$ cat src/rtl/uart_command_responder.sv
// rtl/uart_command_responder.sv - host UART command frame parser and responder
// Decodes 0xAA/0xBB/0xCC/0xDD frames into register-file and ALU strobes and returns result bytes.
module uart_command_responder #(
  parameter int DATA_WIDTH          = 8,
  parameter int REGISTER_FILE_DEPTH = 16,
  parameter int ALU_FUNCTION_WIDTH  = 4,
  localparam int ADDRESS_WIDTH      = $clog2(REGISTER_FILE_DEPTH)
) (
  input  logic                          clk,
  input  logic                          reset,
  input  logic [DATA_WIDTH-1:0]         rx_data,
  input  logic                          rx_data_valid,
  output logic [ADDRESS_WIDTH-1:0]      rf_address,
  output logic                          rf_write_enable,
  output logic [DATA_WIDTH-1:0]         rf_write_data,
  output logic                          rf_read_enable,
  input  logic [DATA_WIDTH-1:0]         rf_read_data,
  input  logic                          rf_read_data_valid,
  output logic                          alu_enable,
  output logic [ALU_FUNCTION_WIDTH-1:0] alu_function,
  input  logic [2*DATA_WIDTH-1:0]       alu_result,
  input  logic                          alu_result_valid,
  output logic [DATA_WIDTH-1:0]         tx_data,
  output logic                          tx_data_valid,
  input  logic                          tx_busy
);

  localparam logic [DATA_WIDTH-1:0] CMD_WRITE = DATA_WIDTH'(8'hAA);
  localparam logic [DATA_WIDTH-1:0] CMD_READ  = DATA_WIDTH'(8'hBB);
  localparam logic [DATA_WIDTH-1:0] CMD_ALU_OP = DATA_WIDTH'(8'hCC);
  localparam logic [DATA_WIDTH-1:0] CMD_ALU   = DATA_WIDTH'(8'hDD);

  typedef enum logic [3:0] {
    IDLE, GET_WR_ADDR, GET_WR_DATA, GET_RD_ADDR, RF_READ, GET_OPERAND_A,
    GET_OPERAND_B, GET_FUNCTION, ALU_EXEC, TX_REQUEST, TX_WAIT_DONE
  } state_t;

  state_t                          state_q, state_d;
  logic [ADDRESS_WIDTH-1:0]        addr_q, addr_d;
  logic [DATA_WIDTH-1:0]           wr_data_q, wr_data_d;
  logic                            we_q, we_d;
  logic                            re_q, re_d;
  logic                            alu_en_q, alu_en_d;
  logic [ALU_FUNCTION_WIDTH-1:0]   func_q, func_d;
  logic [DATA_WIDTH-1:0]           res_hi_q, res_hi_d;
  logic [1:0]                      cnt_q, cnt_d;
  logic [DATA_WIDTH-1:0]           tx_data_q, tx_data_d;
  logic                            tx_valid_q, tx_valid_d;

  always_ff @(posedge clk or negedge reset) begin
    if (!reset) begin
      state_q    <= IDLE;
      addr_q     <= '0;
      wr_data_q  <= '0;
      we_q       <= 1'b0;
      re_q       <= 1'b0;
      alu_en_q   <= 1'b0;
      func_q     <= '0;
      res_hi_q   <= '0;
      cnt_q      <= '0;
      tx_data_q  <= '0;
      tx_valid_q <= 1'b0;
    end else begin
      state_q    <= state_d;
      addr_q     <= addr_d;
      wr_data_q  <= wr_data_d;
      we_q       <= we_d;
      re_q       <= re_d;
      alu_en_q   <= alu_en_d;
      func_q     <= func_d;
      res_hi_q   <= res_hi_d;
      cnt_q      <= cnt_d;
      tx_data_q  <= tx_data_d;
      tx_valid_q <= tx_valid_d;
    end
  end

  always_comb begin
    state_d    = state_q;
    addr_d     = addr_q;
    wr_data_d  = wr_data_q;
    we_d       = 1'b0;
    re_d       = 1'b0;
    alu_en_d   = 1'b0;
    func_d     = func_q;
    res_hi_d   = res_hi_q;
    cnt_d      = cnt_q;
    tx_data_d  = tx_data_q;
    tx_valid_d = 1'b0;
    unique case (state_q)
      IDLE: if (rx_data_valid) begin
        if (rx_data == CMD_WRITE)       state_d = GET_WR_ADDR;
        else if (rx_data == CMD_READ)   state_d = GET_RD_ADDR;
        else if (rx_data == CMD_ALU_OP) state_d = GET_OPERAND_A;
        else if (rx_data == CMD_ALU)    state_d = GET_FUNCTION;
      end
      GET_WR_ADDR: if (rx_data_valid) begin
        addr_d  = rx_data[ADDRESS_WIDTH-1:0];
        state_d = GET_WR_DATA;
      end
      GET_WR_DATA: if (rx_data_valid) begin
        wr_data_d = rx_data;
        we_d      = 1'b1;
        state_d   = IDLE;
      end
      GET_RD_ADDR: if (rx_data_valid) begin
        addr_d  = rx_data[ADDRESS_WIDTH-1:0];
        re_d    = 1'b1;
        state_d = RF_READ;
      end
      RF_READ: if (rf_read_data_valid) begin
        tx_data_d = rf_read_data;
        cnt_d     = 2'd1;
        state_d   = TX_REQUEST;
      end
      GET_OPERAND_A: if (rx_data_valid) begin
        addr_d    = '0;
        wr_data_d = rx_data;
        we_d      = 1'b1;
        state_d   = GET_OPERAND_B;
      end
      GET_OPERAND_B: if (rx_data_valid) begin
        addr_d    = ADDRESS_WIDTH'(1);
        wr_data_d = rx_data;
        we_d      = 1'b1;
        state_d   = GET_FUNCTION;
      end
      GET_FUNCTION: if (rx_data_valid) begin
        func_d   = rx_data[ALU_FUNCTION_WIDTH-1:0];
        alu_en_d = 1'b1;
        state_d  = ALU_EXEC;
      end
      ALU_EXEC: if (alu_result_valid) begin
        tx_data_d = alu_result[DATA_WIDTH-1:0];
        res_hi_d  = alu_result[2*DATA_WIDTH-1:DATA_WIDTH];
        cnt_d     = 2'd2;
        state_d   = TX_REQUEST;
      end
      // Request is only raised while the transmitter is idle and dropped once it reports busy.
      TX_REQUEST: begin
        if (tx_valid_q && tx_busy) state_d = TX_WAIT_DONE;
        else                       tx_valid_d = !tx_busy;
      end
      TX_WAIT_DONE: if (!tx_busy) begin
        cnt_d = cnt_q - 2'd1;
        if (cnt_q == 2'd1) begin
          state_d = IDLE;
        end else begin
          tx_data_d = res_hi_q;
          state_d   = TX_REQUEST;
        end
      end
      default: state_d = IDLE;
    endcase
  end

  assign rf_address      = addr_q;
  assign rf_write_enable = we_q;
  assign rf_write_data   = wr_data_q;
  assign rf_read_enable  = re_q;
  assign alu_enable      = alu_en_q;
  assign alu_function    = func_q;
  assign tx_data         = tx_data_q;
  assign tx_data_valid   = tx_valid_q;

endmodule

$ cat config.mk
export PLATFORM = sky130hd
export DESIGN_NAME = uart_command_responder
export DESIGN_NICKNAME = d
export VERILOG_FILES = /design/src/rtl/uart_command_responder.sv
export SDC_FILE = /design/constraint.sdc
export NUM_CORES = 1
export LEC_CHECK = 0
export BUFFER_PORTS_ARGS = -buffer_cell sky130_fd_sc_hd__buf_4
export CORE_MARGIN = 8
export CORE_UTILIZATION = 45
export DETAILED_ROUTE_END_ITERATION = 8
export GPL_TIMING_DRIVEN = 0
export PLACE_DENSITY = 0.71
export SYNTH_ARGS = -nofsm -noshare
export SYNTH_HDL_FRONTEND = slang
export SYNTH_SLANG_ARGS = --single-unit
$ cat constraint.sdc
create_clock -name clk -period 2.5 [get_ports clk]
set_clock_uncertainty 0.1 [all_clocks]
set_input_delay 0.5 -clock clk [delete_from_list [all_inputs] [get_ports clk]]
set_output_delay 0.5 -clock clk [all_outputs]
set_load 0.01 [all_outputs]
[Word level (Yosys, flattened, before mapping)]
Index checks and enable logic that the tools add are counted.
Widths: inputs -> output; s select.
Cells by class
  $add $sub $neg: 1
  eq/ne operators: 29
  muxes and demuxes: 35
  reductions and logical operators: 14
Operators by type and width (count)
  $mux 4: 18
  $pmux 4 s11: 1
  $eq 8x8->1 const B: 4
  $mux 8: 4
  $ne 2x2->1 const B: 12
  $pmux 8 s3: 1
  $eq 4x3->1 const B: 4
  $eq 4x4->1 const B: 3
  $pmux 4 s3: 1
  $reduce_and 12->1: 1
  $eq 4x2->1 const B: 2
  $reduce_and 4->1: 2
  $mux 1: 6
  $mux 2: 3
  $pmux 2 s3: 1
  $reduce_and 2->1: 3
  $reduce_bool 3->1: 2
  $ne 5x5->1 const B: 1
  $reduce_and 5->1: 1
  $eq 4x1->1 const B: 1
  $logic_not 4->1: 1
  $reduce_or 3->1: 1
  $eq 2x1->1 const B: 1
  $ne 2x1->1 const B: 1
  other kinds (4): 4
Word-level totals
  bits in registers: 42
  input port bits: 38
  output and inout bits: 28
  logic and storage cells: 90

[Logic depth before layout (Yosys ltp)]
Gate-level depths: netlist of the first run.
  depth in word-level cells: 7
  gate-level depth with buffers: 7
  depth with buffers taken out: 6

[Least setup slack after synthesis of the first run]
No wires, ideal clock.
  kind: input to register
  from: in rx_data[6]
  to: reg state_q[0]
  setup time: 0.125 ns
  data arrival time: 1.569 ns
  required time: 2.275 ns
  slack: 0.706 ns
  stages: 4
  buffers on the path: 0
  cells stage by stage: and4bb_2 -> o2111a_1 -> o211ai_2 -> mux2_2
On the way
  longest elaborated chain between the ends: 6
  elaborated cells on any way between the ends: 11
  classes of those cells: 5 x eq/ne; 5 x mux; 1 x reduce/logical
Ends and longest elaborated chain
  from (decl): line 11  | input logic [DATA_WIDTH-1:0] rx_data,
  $eq 8x8->1: line 94  | else if (rx_data == CMD_ALU_OP) state_d = GET_OPERAND_A;
  $mux 4: line 94
  $mux 4: line 93  | else if (rx_data == CMD_READ) state_d = GET_RD_ADDR;
  $mux 4: line 92  | if (rx_data == CMD_WRITE) state_d = GET_WR_ADDR;
  $mux 4: line 91  | IDLE: if (rx_data_valid) begin
  $pmux 4 s11: line 90  | unique case (state_q)
  to (signal assigned): line 64  | state_q <= state_d;
  to (decl): line 38  | state_t state_q, state_d;
Parallel ways exist; a longest one is shown, timed or not. The select of a mux whose other input is x is not followed.
A chain may end at the register's enable or synchronous reset.

[Final worst setup path of the first run]
  from: reg state_q[0]
  to: reg state_q[0]
On the way
  longest elaborated chain between the ends: 3
  elaborated cells on any way between the ends: 25
  classes of those cells: 22 x eq/ne; 1 x mux; 2 x reduce/logical
Ends and longest elaborated chain (line)
  $logic_not 4->1 (tied with other cells): 90
  $ne 5x5->1 (no line) or $ne 2x2->1 (tied branches)
  $reduce_and 12->1 (no line)
Parallel ways exist; a longest one is shown, timed or not.

==> out/summary.txt, run 1 <==
Syn nets: 227
Leak: 1.35 nW
Fin cells: 315
Crit path DAT: 2.17 ns
CTS tree: built
Die Wd: 85.2 um
Power Density: 1210 mW/mm^2
Clock share of power: 15.7%
Register area: 0.00105 mm^2
Met3 Use GR: 6.95%
Total net switching power: 1.22 mW
Buffers on Ports: 65
Cells after DPL: 307
CTS Hold Buffers Added: 0
Type of element capturing the critical path: flip-flop
Initial antenna violation count: 0
Min cycle time layout: 2.09 ns
Crit share post-route: 83.4%
FF+latch count, synth: 42
Max Cap Viol: 0
Critical path peak fanout: 8
WL/cell: 16.0 um
Cell Int Power: 2.18 mW
Starting DRT DRC Count: 86
Die area: 0.00725 mm^2
I/O pins: 66
Routability congestion estimate from global placement: 0.839
WP buf/inv: 1
Clock H-tree levels: 2
Switching part of the total: 35.9%
Mapped Avg Cell Area: 11.4 um^2
GRT Util Overall: 14.4%
Max Root-Sink Buffers: 2
Die Height: 85.2 um
Tightest Hold Check Type: input port to async pin
Post-synthesis sequential area ratio: 48.8%
Footprint of the multi-input gates: 0.00103 mm^2
Outcome: finished, final reports clean
Site row count: 25
R2r startpoint: state_q[0]$_DFFE_PN0P_
Final instance area: 0.00282 mm^2
Setup_tns: 0 ns
Drc violations: 0
Slew HR: 61.0%
M1 GR Usage: 18.1%
Global-route track usage on met2: 21.4%
Pre-antenna DRT Iters: 4
Total grt overflow: 0
Largest net degree at the start of global routing: 43
CP delay by family, top: simple AND/OR/NAND/NOR gates
Primary FF master, synth: dfrtp_1
FILL cells: 404
Unrepaired setup endpoints after global routing: no
Clock latency on the worst-skew pair: 0.29 ns
Placed cell area: 0.00271 mm^2
Core region area: 0.00466 mm^2
Layout cells sized above 1: 46.4%
Global-route layer with the greatest usage: met2
Post-Syn Instances: 188
Slew of the pin with the lowest slew margin: 0.583 ns
Drt total wl: 5.03 mm
Sink Count: 42
Post-route antenna net violation count: 0
Detail Placement HPWL: 3.81 mm
Final #Nets: 299
Slowest cell on crit path: nor3b_2
Fin. Hold Viols: 0
Worst Setup Start Kind: flip-flop
Reg clk slew, reported paths: 0.08 ns
FMAX: 479 MHz
Setup violations, final: 0
CP peak stage delay: 0.50 ns
Number of setup buffers added after CTS: 0
Cts repair resizes: 0
Via count: 1712
First-pass GRT wire length: 8.41 mm
Initial core utilization: 46.2%
Total clock buffers created by CTS: 5
EDFF count, synth: 0
# diodes: 0
Crit path from: state_q[0]$_DFFE_PN0P_
Crit path kind: flip-flop to flip-flop
Slew Limit Fails: 0
Seq pwr share: 34.4%
Vias/cell: 5.43
Largest vdd supply drop: 0.567 mV
Crit-path cells: buf_4 -> nor3b_2 -> a32oi_1 -> o211ai_2 -> mux2_2
Netlist Area Pre-Place: 0.00215 mm^2
Critical Path RT: 2.59 ns
Combinational Power Share: 49.9%
Synth cell types: 46
Async SR Flop Fraction: 100%
Vias in the first global route: 1781
Area grow syn2layout: 30.9%
Root Buffer: clkbuf_8
Ys Warns: 0
## cells in the mapped netlist, types with 2 or more instances
library cell | n | area, um^2
and4bb_2 | 2 | 25.0
nand2_1 | 17 | 63.8
mux2_2 | 21 | 236
a31oi_1 | 3 | 18.8
mux2_4 | 8 | 120
nand2b_1 | 2 | 12.5
o21ai_0 | 10 | 50.1
buf_2 | 5 | 25.0
nand3_1 | 2 | 10.0
nor2_4 | 2 | 22.5
xnor2_1 | 2 | 17.5
a211oi_1 | 2 | 15.0
a21oi_1 | 11 | 55.1
a32oi_1 | 2 | 17.5
inv_1 | 5 | 18.8
dfrtp_1 | 42 | 1050
mux2i_1 | 9 | 90.1
o31a_1 | 2 | 17.5
inv_2 | 2 | 7.51
nor2_1 | 13 | 48.8
## cell families after synthesis
family,synth area share [%]
DFF,48.8
xor gates and xnor gates,0.814
muxes,20.8
AOI/OAI and AO/OA,12.6
adders and majority gates,0.581
buffers and inverters,3.26
and+or+nand+nor,13.1
## power by group through the flow
stage               registers, mW  clock network [mW]  logic, mW
floorplan                    1.25                   0       1.03
global placement             1.17                   0       1.69
detailed placement           1.18                   0       1.71
CTS                          1.17               0.553       1.71
global route                 1.21               0.579       1.85
finish                       1.17               0.533       1.70
## worst paths after layout
check                                             to  slack (ns)  cells after the start
setup / recovery              state_q[0]$_DFFE_PN0P_        0.41                      5
hold / removal             rf_address[2]$_DFFE_PN0P_        0.09                      1
setup reg to reg              state_q[0]$_DFFE_PN0P_        0.41                      5
hold reg to reg            rf_address[3]$_DFFE_PN0P_        0.38                      2
max in group asynchronous     state_q[3]$_DFFE_PN0P_        1.85                      1
min in group clk             tx_data_valid$_DFF_PN0_        0.26                      2
## worst reg2reg max path, cell delays in order, from the launching register on
cell,delay [ns]
dfrtp_1,0.36
buf_4,0.16
nor3b_2,0.50
a32oi_1,0.28
o211ai_2,0.20
mux2_2,0.37
## per-layer routing
metal	wire [um]	share of wire (%)	vias up
met5	0	0	-
met3	504	10	2
met4	17	0.34	0
met2	2180	43	71
met1	2330	46	812
li1	-	-	827
## state kept, by name (all words and copies together) (netlist names), 2 cells and up
| name | flops |
|---|---|
| rf_address | 4 |
| rf_write_data | 8 |
| res_hi_q | 8 |
| alu_function | 4 |
| tx_data | 8 |
| state_q | 4 |
| cnt_q | 2 |
## cell type report
class                      instances  share of cell area, %
timing repair buffer              65                   17.3
buffer                             7                   1.55
inverter                           7                  0.933
clock buffer                       6                   2.58
clock inverter                     2                   1.33
sequential                        42                   37.3
multi-input combinational        132                   36.6
tap                               54                   2.40
## through the flow
stage | worst slack (ns) | total power, mW | util (%) | hold WS, ns
floorplan | 0.706 | 2.28 | - | 0.104
global placement | 0.422 | 2.86 | 58.1 | 0.367
detailed placement | 0.436 | 2.89 | 58.1 | 0.373
CTS | 0.415 | 3.44 | 60.5 | 0.105
global route | 0.350 | 3.64 | 60.5 | 0.126
finish | 0.414 | 3.40 | 60.5 | 0.0880
## layout by cell type (no fill, tap or decap), types with 3 or more instances in the layout
master | Yosys | final
mux2_4 | 8 | 8
dfrtp_1 | 42 | 42
mux2i_1 | 9 | 9
a31oi_1 | 3 | 3
buf_2 | 5 | 5
clkbuf_8 | 0 | 5
mux2_2 | 21 | 21
nor2_1 | 13 | 13
o21ai_0 | 10 | 10
inv_1 | 5 | 5
a21oi_1 | 11 | 11
buf_4 | 1 | 66
nand2_1 | 17 | 17
No activity file was read; power rests on OpenSTA's default activity.
==> run 2, diff against run 1 <==
- clock period: 2.5 -> 2 ns (I/O delays scaled with it)
==> run 2 against run 1 <==
  * The flow now finishes with violations (hold timing)
  * Combinational power increased by 26%
  * Non-clock buffer count rose by 1
  * First-iteration DRC count grew 7.0%
  * Core utilization up 0.43 points
  * Sequential share of layout area fell by 0.26 points
  * Die area unchanged
  * Wire length is 0.56% higher
  * Sequential power grew 25%
  * Clock power grew 26%
  * Flip-flop and latch count did not move
  * Via count rose by 0.70%
  * Maximum frequency is 8.6% higher
  * Critical path type unchanged
==> out/summary.txt, run 2 (synthesis gave the netlist of run 1 again) <==
Worst R2R Setup Slack: 0.08 ns
WP buf/inv: 1
# diodes: 0
Critical path peak fanout: 8
Fin. Hold Viols: 41
Commonest non-fill, non-tap cell in the layout: buf_4
Setup_tns: 0 ns
Final #Nets: 300
GRT Util Overall: 14.4%
Clock latency on the worst-skew pair: 0.30 ns
FMAX: 521 MHz
Worst Setup Start Kind: flip-flop
Slowest cell on crit path: nor3b_4
Crit path kind: flip-flop to flip-flop
Total clock buffers created by CTS: 5
Final Power: 4.27 mW
FILL cells: 401
Vias/cell: 5.46
Largest net degree at the start of global routing: 43
Detail Placement HPWL: 3.81 mm
Max Root-Sink Buffers: 2
Post-route antenna net violation count: 0
Die Wd: 85.2 um
CTS Hold Buffers Added: 0
R2r endpoint: state_q[0]$_DFFE_PN0P_
Starting DRT DRC Count: 92
Pre-antenna DRT Iters: 4
Via count: 1724
Cells after DPL: 307
Worst Reg2Reg Path Length in Cells: 5
Slew Limit Fails: 0
R2r startpoint: state_q[0]$_DFFE_PN0P_
Tightest Hold Check Type: input port to async pin
Type of element capturing the critical path: flip-flop
Routability congestion estimate from global placement: 0.839
Initial core utilization: 46.2%
Hold WS: -0.0137 ns
Reg clk slew, reported paths: 0.08 ns
Core Util, Final: 60.9%
CP delay by family, top: compound AO/OA/AOI/OAI gates
Final instance area: 0.00284 mm^2
WL/cell: 16.0 um
Critical Path RT: 2.09 ns
First-pass GRT wire length: 8.43 mm
Root Buffer: clkbuf_8
Most frequent cells in the layout: buf_4 (67), dfrtp_1 (42), mux2_2 (21)
Layout cells sized above 1: 46.6%
Leak: 1.36 nW
Placed cell area: 0.00271 mm^2
Min cycle time layout: 1.92 ns
Crit share post-route: 96.0%
Initial antenna violation count: 0
Clock H-tree levels: 2
Crit-path cells: buf_4 -> nor3b_4 -> a32oi_1 -> o211ai_2 -> mux2_2
Slew HR: 60.9%
Power Density: 1500 mW/mm^2
Core region area: 0.00466 mm^2
Buffers on Ports: 65
Failing checks: hold timing
I/O pins: 66
Setup violations, final: 0
Max Cap Viol: 0
Outcome: finished, violations left
CTS tree: built
Fin cells: 316
Total grt overflow: 0
Sink Count: 42
Area grow syn2layout: 31.9%
Unrepaired setup endpoints after global routing: no
Site row count: 25
Die Height: 85.2 um
Slew of the pin with the lowest slew margin: 0.584 ns
Vias in the first global route: 1785
Largest vdd supply drop: 0.707 mV
Die area: 0.00725 mm^2
Drt total wl: 5.06 mm
Drc violations: 0
Crit path DAT: 2.01 ns
CP peak stage delay: 0.38 ns
[run 2: report_power, final]
group,total (mW),leakage [nW],internal (mW),switching (mW)
sequential,1.46,0.522,1.25,0.219
clock,0.670,0.0514,0.373,0.297
combinational,2.14,0.786,1.11,1.03
total,4.27,1.36,2.73,1.54
[run 2: routing by layer]
layer	vias to the layer above	GRT usage [%]	routed length [um]	share of wire (%)
li1	830	-	-	-
met1	825	18.1	2370	47
met4	0	3.40	17	0.34
met5	-	0	0	0
met3	2	6.95	471	9.3
met2	67	21.4	2200	43
[run 2: what timing repair did]
action	in CTS	in global routing
setup buffers	0	1
hold endpoints to repair	0	0
gates resized for setup	1	1
setup endpoints to repair	2	12
cloned	0	0
pin swaps	0	1
[run 2: how the worst max path moves through the flow]
stage	from	endpoint	cells past startpoint
after global routing	state_q[2]$_DFFE_PN0P_	rf_write_data[4]$_DFFE_PN0P_	4
after global placement	state_q[0]$_DFFE_PN0P_	state_q[0]$_DFFE_PN0P_	5
final	state_q[0]$_DFFE_PN0P_	state_q[0]$_DFFE_PN0P_	5
after CTS	state_q[2]$_DFFE_PN0P_	rf_write_data[4]$_DFFE_PN0P_	4
after detailed placement	state_q[0]$_DFFE_PN0P_	state_q[0]$_DFFE_PN0P_	5
after floorplan	state_q[0]$_DFFE_PN0P_	state_q[0]$_DFFE_PN0P_	5
[run 2: stage by stage]
stage	hold WS, ns	worst slack (ns)
final	-0.0137	0.0792
after global routing	0.0263	0.00135
after CTS	0.00530	0.0798
after detailed placement	0.328	-0.0642
after global placement	0.324	-0.0779
after floorplan	0.00441	0.288
[run 2: final cells by class]
cell class                 count  area [um^2]  area share, %
buffer                         7         43.8           1.54
clock buffer                   6         72.6           2.56
clock inverter                 2         37.5           1.32
inverter                       7         26.3          0.926
multi-input combinational    132         1040           36.8
sequential                    42         1050           37.0
tap                           54         67.6           2.38
timing repair buffer          66          495           17.5
==> run 3, diff against run 2 <==
- clock period: 2 -> 1.8 ns (I/O delays scaled with it)
==> run 3 against run 2 <==
  * The flow now finishes without violations
  * Register-to-register slack got worse by 0.07 ns
  * Final cell count increased by 2.2%
  * Cell area rose by 4.7%
  * Worst hold slack better by 0.14 ns
  * First-iteration DRC count grew 27%
  * Clock-buffer cell count unchanged
  * Combinational power rose by 23%
  * Setup slack got worse by 0.068 ns
  * Via count up 3.0%
  * Global-route usage up 0.20 points
  * Critical path type unchanged
  * Largest power group unchanged
==> out/summary.txt, run 3 (synthesis gave the netlist of run 1 again) <==
Routability congestion estimate from global placement: 0.839
Die Wd: 85.2 um
Placement Setup Slack: -0.264 ns
Vias in the first global route: 1819
CTS tree: built
Total clock buffers created by CTS: 5
Power Density: 1680 mW/mm^2
Slew Limit Fails: 0
Cells after DPL: 307
Clock latency on the worst-skew pair: 0.29 ns
Worst Reg2Reg Path Length in Cells: 5
Setup violations, final: 0
Leak: 1.40 nW
Cell Int Power: 3.18 mW
Buffers on Ports: 65
Largest net degree at the start of global routing: 43
Combinational Power Share: 52.6%
Crit path kind: flip-flop to flip-flop
Critical path peak fanout: 8
# diodes: 0
Seq pwr share: 32.6%
Max Cap Viol: 0
Largest vdd supply drop: 0.811 mV
Layout cells sized above 1: 50.6%
Final worst slack: 0.0116 ns
Final #Nets: 307
Drc violations: 0
Critical Path RT: 1.89 ns
Die area: 0.00725 mm^2
Unrepaired setup endpoints after global routing: yes
Starting DRT DRC Count: 117
Footprint of the multi-input gates: 0.00110 mm^2
Root Buffer: clkbuf_8
Initial core utilization: 46.2%
Clock share of power: 14.9%
Crit path to: tx_data[2]$_DFFE_PN0P_
Outcome: finished, final reports clean
Vias/cell: 5.50
Most frequent cells in the layout: buf_4 (73), dfrtp_1 (41), mux2_2 (21)
Commonest non-fill, non-tap cell in the layout: buf_4
Crit path from: state_q[2]$_DFFE_PN0P_
Fin cells: 323
I/O pins: 66
Worst Setup Start Kind: flip-flop
Fin. Hold Viols: 0
R2r startpoint: state_q[2]$_DFFE_PN0P_
Crit path DAT: 1.87 ns
Pre-antenna DRT Iters: 4
Switching part of the total: 36.4%
Tightest Hold Check Type: input port to flip-flop
Setup_tns: 0 ns
GRT Util Overall: 14.6%
FILL cells: 384
Core region area: 0.00466 mm^2
First-pass GRT wire length: 8.56 mm
Crit share post-route: 99.4%
Sink Count: 42
Worst R2R Setup Slack: 0.01 ns
Drt total wl: 5.25 mm
Min cycle time layout: 1.79 ns
Reg clk slew, reported paths: 0.08 ns
Die Height: 85.2 um
FMAX: 559 MHz
Site row count: 25
WL/cell: 16.3 um
Via count: 1775
Total net switching power: 1.82 mW
Max Root-Sink Buffers: 2
Clock H-tree levels: 2
Initial antenna violation count: 0
Post-route antenna net violation count: 0
Slew of the pin with the lowest slew margin: 0.537 ns
Type of element capturing the critical path: flip-flop
Register area: 0.00105 mm^2
R2r endpoint: tx_data[2]$_DFFE_PN0P_
Detail Placement HPWL: 3.81 mm
Slew HR: 64.2%
Total grt overflow: 0
Hold WS: 0.125 ns
Area grow syn2layout: 38.0%
Final Power: 5.00 mW
## run 3: cell types whose count changed in the layout (fill, tap and decap cells not counted), sizes merged
cell         before  now
buf              73   79
dlygate4sd3       0    1
## run 3: stage by stage
stage | utilization [%] | instance area, um^2
global placement | 58.1 | 2710
CTS | 62.2 | 2900
finish | 63.7 | 2970
detailed placement | 58.1 | 2710
floorplan | - | 2150
global route | 63.7 | 2970
## run 3: worst min path at each step
| stage | from | end | slack [ns] | cells after the start |
|---|---|---|---|---|
| after global placement | reset | rf_address[3]$_DFFE_PN0P_ | 0.28 | 1 |
| after CTS | tx_busy | tx_data_valid$_DFF_PN0_ | 0.12 | 2 |
| final | tx_busy | tx_data_valid$_DFF_PN0_ | 0.12 | 2 |
| after detailed placement | reset | rf_address[2]$_DFFE_PN0P_ | 0.29 | 1 |
| after floorplan | reset | alu_enable$_DFF_PN0_ | -0.04 | 0 |
| after global routing | tx_busy | tx_data_valid$_DFF_PN0_ | 0.12 | 2 |
## run 3: metal layers
layer / vias to the layer above / wire, um / global-route usage, %
met5: - / 0 / 0
met4: 0 / 36 / 3.72
met3: 8 / 456 / 6.85
met2: 65 / 2340 / 22.2
met1: 859 / 2410 / 18.0
li1: 843 / - / -
## run 3: power by group through the flow
stage,logic [mW],clock network [mW],registers (mW)
after floorplan,1.43,0,1.73
after global placement,2.35,0,1.63
after detailed placement,2.38,0,1.64
after CTS,2.48,0.767,1.63
after global routing,2.85,0.803,1.68
final,2.63,0.744,1.63
## run 3: repair_timing
| action | in CTS | in global routing |
|---|---|---|
| setup buffers | 4 | 3 |
| hold buffers | 1 | 0 |
| hold endpoints to repair | 42 | 0 |
| resized for setup | 6 | 12 |
| setup endpoints to repair | 32 | 15 |
| pin swaps | 4 | 4 |
## run 3: cell type report
| type | count | area share (%) |
|---|---|---|
| buffer | 7 | 1.77 |
| sequential | 42 | 35.4 |
| timing repair buffer | 73 | 19.0 |
| clock buffer | 6 | 2.44 |
| inverter | 7 | 0.885 |
| clock inverter | 2 | 1.26 |
| multi-input combinational | 132 | 37.0 |
| tap | 54 | 2.27 |
## run 3: critical path, stage by stage (launching register included)
cell and delay (ns):
dfrtp_2 0.45, inv_1 0.13, nor2_2 0.17, a32oi_1 0.16
nor2_4 0.29, mux2_2 0.38
